===== src/rtl/rf_alu_sequencer.sv =====
// Multi-cycle controller: accepts one ALU instruction, sequences it through
// RegFile/ALU (IDLE->DECODE->EXEC->WB), pulses write-back and latches PSR.
module rf_alu_sequencer #(
  parameter int WIDTH   = 16,
  parameter int REGBITS = 4
) (
  input  logic               clk,
  input  logic               rst_n,
  input  logic [15:0]        instr,
  input  logic               instr_valid,
  output logic               instr_ready,
  output logic [REGBITS-1:0] rf_dest_addr,
  output logic [REGBITS-1:0] rf_src_addr,
  output logic               rf_write,
  output logic [WIDTH-1:0]   rf_wr_data,
  input  logic [WIDTH-1:0]   rf_rd_data1,
  input  logic [WIDTH-1:0]   rf_rd_data2,
  output logic [WIDTH-1:0]   alu_a,
  output logic [WIDTH-1:0]   alu_b,
  output logic [2:0]         alu_op,
  input  logic [WIDTH-1:0]   alu_result,
  input  logic [4:0]         alu_flags,
  output logic [4:0]         psr,
  output logic               done,
  output logic               illegal
);

  typedef enum logic [1:0] {
    IDLE, DECODE, EXEC, WB
  } state_t;

  localparam logic [2:0] OP_ADD = 3'd0;
  localparam logic [2:0] OP_SUB = 3'd1;
  localparam logic [2:0] OP_AND = 3'd2;
  localparam logic [2:0] OP_OR  = 3'd3;
  localparam logic [2:0] OP_XOR = 3'd4;
  localparam logic [2:0] OP_MOV = 3'd5;

  state_t             state_q;
  logic [3:0]         opc_q;
  logic [7:0]         imm_q;
  logic [REGBITS-1:0] dest_q, src_q;
  logic [WIDTH-1:0]   alu_a_q, alu_b_q;
  logic [WIDTH-1:0]   wr_data_q;
  logic [2:0]         alu_op_q;
  logic [4:0]         psr_q;
  logic               setf_q, cmp_q;
  logic               rf_write_q, done_q, illegal_q;

  logic [3:0]       sel_d;
  logic             itype_d;
  logic             legal_d, setf_d, cmp_d, zext_d;
  logic [2:0]       op_d;
  logic [WIDTH-1:0] imm_d, opb_d;

  // R-type picks the op from opExt, I-type from the opcode itself.
  always_comb begin
    itype_d = |opc_q;
    sel_d   = itype_d ? opc_q : imm_q[7:4];
    legal_d = 1'b1;
    setf_d  = 1'b0;
    cmp_d   = 1'b0;
    zext_d  = 1'b0;
    op_d    = OP_ADD;
    case (sel_d)
      4'b0101: begin op_d = OP_ADD; setf_d = 1'b1; end
      4'b1001: begin op_d = OP_SUB; setf_d = 1'b1; end
      4'b1011: begin
        op_d   = OP_SUB;
        setf_d = 1'b1;
        cmp_d  = 1'b1;
      end
      4'b0001: begin op_d = OP_AND; zext_d = 1'b1; end
      4'b0010: begin op_d = OP_OR;  zext_d = 1'b1; end
      4'b0011: begin op_d = OP_XOR; zext_d = 1'b1; end
      4'b1101: op_d = OP_MOV;
      default: legal_d = 1'b0;
    endcase
    imm_d = zext_d ? {{(WIDTH-8){1'b0}}, imm_q}
                   : {{(WIDTH-8){imm_q[7]}}, imm_q};
    opb_d = itype_d ? imm_d : rf_rd_data2;
  end

  always_ff @(posedge clk or negedge rst_n) begin
    if (!rst_n) begin
      state_q    <= IDLE;
      opc_q      <= '0;
      imm_q      <= '0;
      dest_q     <= '0;
      src_q      <= '0;
      alu_a_q    <= '0;
      alu_b_q    <= '0;
      alu_op_q   <= '0;
      wr_data_q  <= '0;
      psr_q      <= '0;
      setf_q     <= 1'b0;
      cmp_q      <= 1'b0;
      rf_write_q <= 1'b0;
      done_q     <= 1'b0;
      illegal_q  <= 1'b0;
    end else begin
      rf_write_q <= 1'b0;
      done_q     <= 1'b0;
      illegal_q  <= 1'b0;
      case (state_q)
        IDLE: begin
          if (instr_valid) begin
            opc_q   <= instr[15:12];
            imm_q   <= instr[7:0];
            dest_q  <= instr[8 +: REGBITS];
            src_q   <= instr[0 +: REGBITS];
            state_q <= DECODE;
          end
        end
        DECODE: begin
          if (!legal_d) begin
            illegal_q <= 1'b1;
            state_q   <= IDLE;
          end else begin
            alu_a_q  <= rf_rd_data1;
            alu_b_q  <= opb_d;
            alu_op_q <= op_d;
            setf_q   <= setf_d;
            cmp_q    <= cmp_d;
            state_q  <= EXEC;
          end
        end
        EXEC: begin
          wr_data_q <= alu_result;
          done_q    <= 1'b1;
          if (setf_q) psr_q <= alu_flags;
          if (cmp_q) begin
            state_q <= IDLE;
          end else begin
            rf_write_q <= 1'b1;
            state_q    <= WB;
          end
        end
        WB:      state_q <= IDLE;
        default: state_q <= IDLE;
      endcase
    end
  end

  assign instr_ready  = (state_q == IDLE);
  assign rf_dest_addr = dest_q;
  assign rf_src_addr  = src_q;
  assign rf_write     = rf_write_q;
  assign rf_wr_data   = wr_data_q;
  assign alu_a        = alu_a_q;
  assign alu_b        = alu_b_q;
  assign alu_op       = alu_op_q;
  assign psr          = psr_q;
  assign done         = done_q;
  assign illegal      = illegal_q;

endmodule


===== config.mk =====
export PLATFORM = sky130hd
export DESIGN_NAME = rf_alu_sequencer
export DESIGN_NICKNAME = d
export VERILOG_FILES = /design/src/rtl/rf_alu_sequencer.sv
export SDC_FILE = /design/constraint.sdc
export NUM_CORES = 1
export LEC_CHECK = 0
export ABC_AREA = 1
export BUFFER_PORTS_ARGS = -buffer_cell sky130_fd_sc_hd__buf_2
export CAP_MARGIN = 10
export CORE_MARGIN = 5
export CORE_UTILIZATION = 50
export CTS_CLUSTER_DIAMETER = 30
export CTS_CLUSTER_SIZE = 25
export DETAILED_ROUTE_END_ITERATION = 8
export PLACE_DENSITY = 0.83
export RECOVER_POWER = 25
export SLEW_MARGIN = 10
export SYNTH_ARGS = -nofsm -noshare
export SYNTH_HDL_FRONTEND = slang
export SYNTH_SLANG_ARGS = --single-unit

===== constraint.sdc =====
create_clock -name clk -period 2.25 [get_ports clk]
set_input_delay 0.225 -clock clk [delete_from_list [all_inputs] [get_ports clk]]
set_output_delay 0.225 -clock clk [all_outputs]
set_load 0.01 [all_outputs]

==> results.ini <==
[outcome]
outcome=completed

[power_and_ir_drop]
vdd_drop_max_v=0.0007645
p_leak_nw=2.465
p_per_area_mw_per_mm2=1433

[floorplan]
chipHeight_um=91.86
core_area_mm2=0.006422
row_count=29
die_x_um=91.86
pin_count=140
start_util=0.5217
die_area_mm2=0.008438

[yosys]
synth_cell_types=24
syn_area_mm2=0.003351
ys_warn_count=0
ys_ff_latch=79
syn-num-nets=429
yosysSeqAreaShare=0.5900
avgSynthCellArea_um2=9.386
syn_inst=357

[placement]
io_buffers=139
place_hpwl_mm=5.652
gp_congestion=0.7818
dpl.cell_count=563

[setup_path]
arrival_ns=1.91
critPathLaunchType=flop
critPathRequiredTime_ns=2.45
slowest_stage=dfrtp_1
cp-end-kind=flop
path_cells=nor2_2, nand3_1, nand2_1, nand2_2, nand3_2, buf_4, o21ai_0
critPathKind=reg -> reg
crit_family=simple AND/OR/NAND/NOR gates
cpPeakStageDelay_ns=0.39
critPathBufInv=1
path_max_fanout=44

[layout]
area_delta_synth_final_pct=27.86
final_cell_mix=nand2_1, buf_2, dfrtp_1, mux2_2, o21ai_0
post-route-util=0.6671
final_cells=579
diodes=0
layout_commonest_cell=nand2_1
nNetsFinal=570
fillers=545
drive_gt1_frac=0.3805

[grt]
grt_pass1_wl_mm=12.90
grt_remaining_overflow=0
grt_pass1_vias=2781
grt_max_degree=46
track_usage=0.1874
antenna_found_initial=0

[timing]
skew_ns=0.008095
fin_crit_sh=0.7605
hold_viol=0
max_freq_ghz=0.5844
slew_violations=0
setup_tns_ns=0
grt_setup_unrepaired=no
maxSlewHeadroom=0.2440
min_period_ns=1.711
hold_slack_ns=0.08429
finalSetupViolations=0
worst_slew_pin_slew_ns=1.134

[route]
drt_iter0_markers=116
ant_nets=0
via_per_inst=4.851
drt-pass1-iter-count=4
post_drt_wl_per_cell_um=12.92
wl_mm=7.482
drc_errors=0
num_vias=2809

[clock_tree]
cts_made_buffers=9
clk_pin_slew_worst_paths_ns=0.07
clk_latency_ns=0.33
cts_max_level=3
root_buffer=clkbuf_8
cts_tree=built
cts_max_path_buffers=2
cts.repair.resized=0
cts_num_sinks=79

[flow_run]
cap_viol_max_count=0

[hold_path]
hold_path_class=in -> reg

## kinds of logic (layout without fill, tap and decap cells)
logic type,Yosys count,in the layout,share of synthesized area
simple gates,208,208,0.2584
flops,79,79,0.5900
buf+inv,28,173,0.04892
mux,22,22,0.07170
compound gates,20,20,0.03099
## path summary, 6_finish.rpt
kind,start,end,slack [ns],cells after the start
worst max-delay path,opc_q[1]$_DFFE_PN0P_,alu_b[5]$_DFFE_PN0P_,0.54,7
worst min-delay path,rf_rd_data1[12],alu_a[12]$_DFFE_PN0P_,0.08,3
worst max register to register,opc_q[1]$_DFFE_PN0P_,alu_b[5]$_DFFE_PN0P_,0.54,7
worst min register to register,rf_wr_data[0]$_DFFE_PN0P_,rf_wr_data[0]$_DFFE_PN0P_,0.47,2
max in group asynchronous,rst_n,alu_a[11]$_DFFE_PN0P_,0.83,3
min in group asynchronous,rst_n,alu_b[11]$_DFFE_PN0P_,0.64,2
## what timing repair did
action | in CTS | in global routing
hold buffers | 1 | 0
buffers inserted | 0 | 0
hold endpoints to repair | 43 | 0
## routing by layer
metal,track usage,vias up,wire [um]
li1,-,1387,-
met1,0.2410,1312,3127
met2,0.3157,97,3716
met3,0.04583,13,550
met4,0.05569,0,87
met5,0,-,0
## sequential cells by signal, summed over array words and instances (netlist names), 2 cells and up
signal        count
alu_a            16
alu_b            16
rf_wr_data       16
imm_q             8
psr               5
opc_q             4
rf_dest_addr      4
alu_op            3
state_q           2
## worst min-delay path, delay by kind of cell
kind	cells	cell delay, ns
simple gates	2	0.08
buf+inv	1	0.07
## Yosys cell counts, drive strengths merged
cell | number | area (um^2)
nand3 | 6 | 45.04
inv | 11 | 41.29
dfrtp | 79 | 1977
nand4 | 1 | 6.260
nand2 | 185 | 721.9
mux2 | 16 | 180.2
a21oi | 7 | 35.03
mux2i | 6 | 60.06
clkbuf | 3 | 11.26
o21ai | 13 | 68.82
nor2 | 15 | 85.08
buf | 12 | 103.9
clkinv | 2 | 7.510
nand3b | 1 | 7.510
## metrics by stage
| stage | area, um^2 | setup WS [ns] | total power [mW] |
|---|---|---|---|
| after global routing | 4284 | 0.3196 | 6.710 |
| after CTS | 4287 | 0.5268 | 6.240 |
| after global placement | 4080 | 0.6153 | 5.074 |
| final | 4284 | 0.5389 | 6.140 |
| after floorplan | 3351 | 0.8125 | 4.268 |
| after detailed placement | 4080 | 0.5292 | 5.189 |
## cell type report
| type | count | area [um^2] | area share |
|---|---|---|---|
| multi-input combinational | 250 | 1210 | 0.2824 |
| inverter | 13 | 48.80 | 0.01139 |
| timing repair buffer | 145 | 755.7 | 0.1764 |
| clock buffer | 11 | 151.4 | 0.03534 |
| tap | 77 | 96.34 | 0.02249 |
| sequential | 79 | 1977 | 0.4614 |
| clock inverter | 4 | 45.04 | 0.01051 |
## power breakdown
part	internal, mW	switching, mW
registers	2.11	0.367
clock network	0.561	0.459
logic	1.06	1.58
Power figures use the tool's default switching activity.
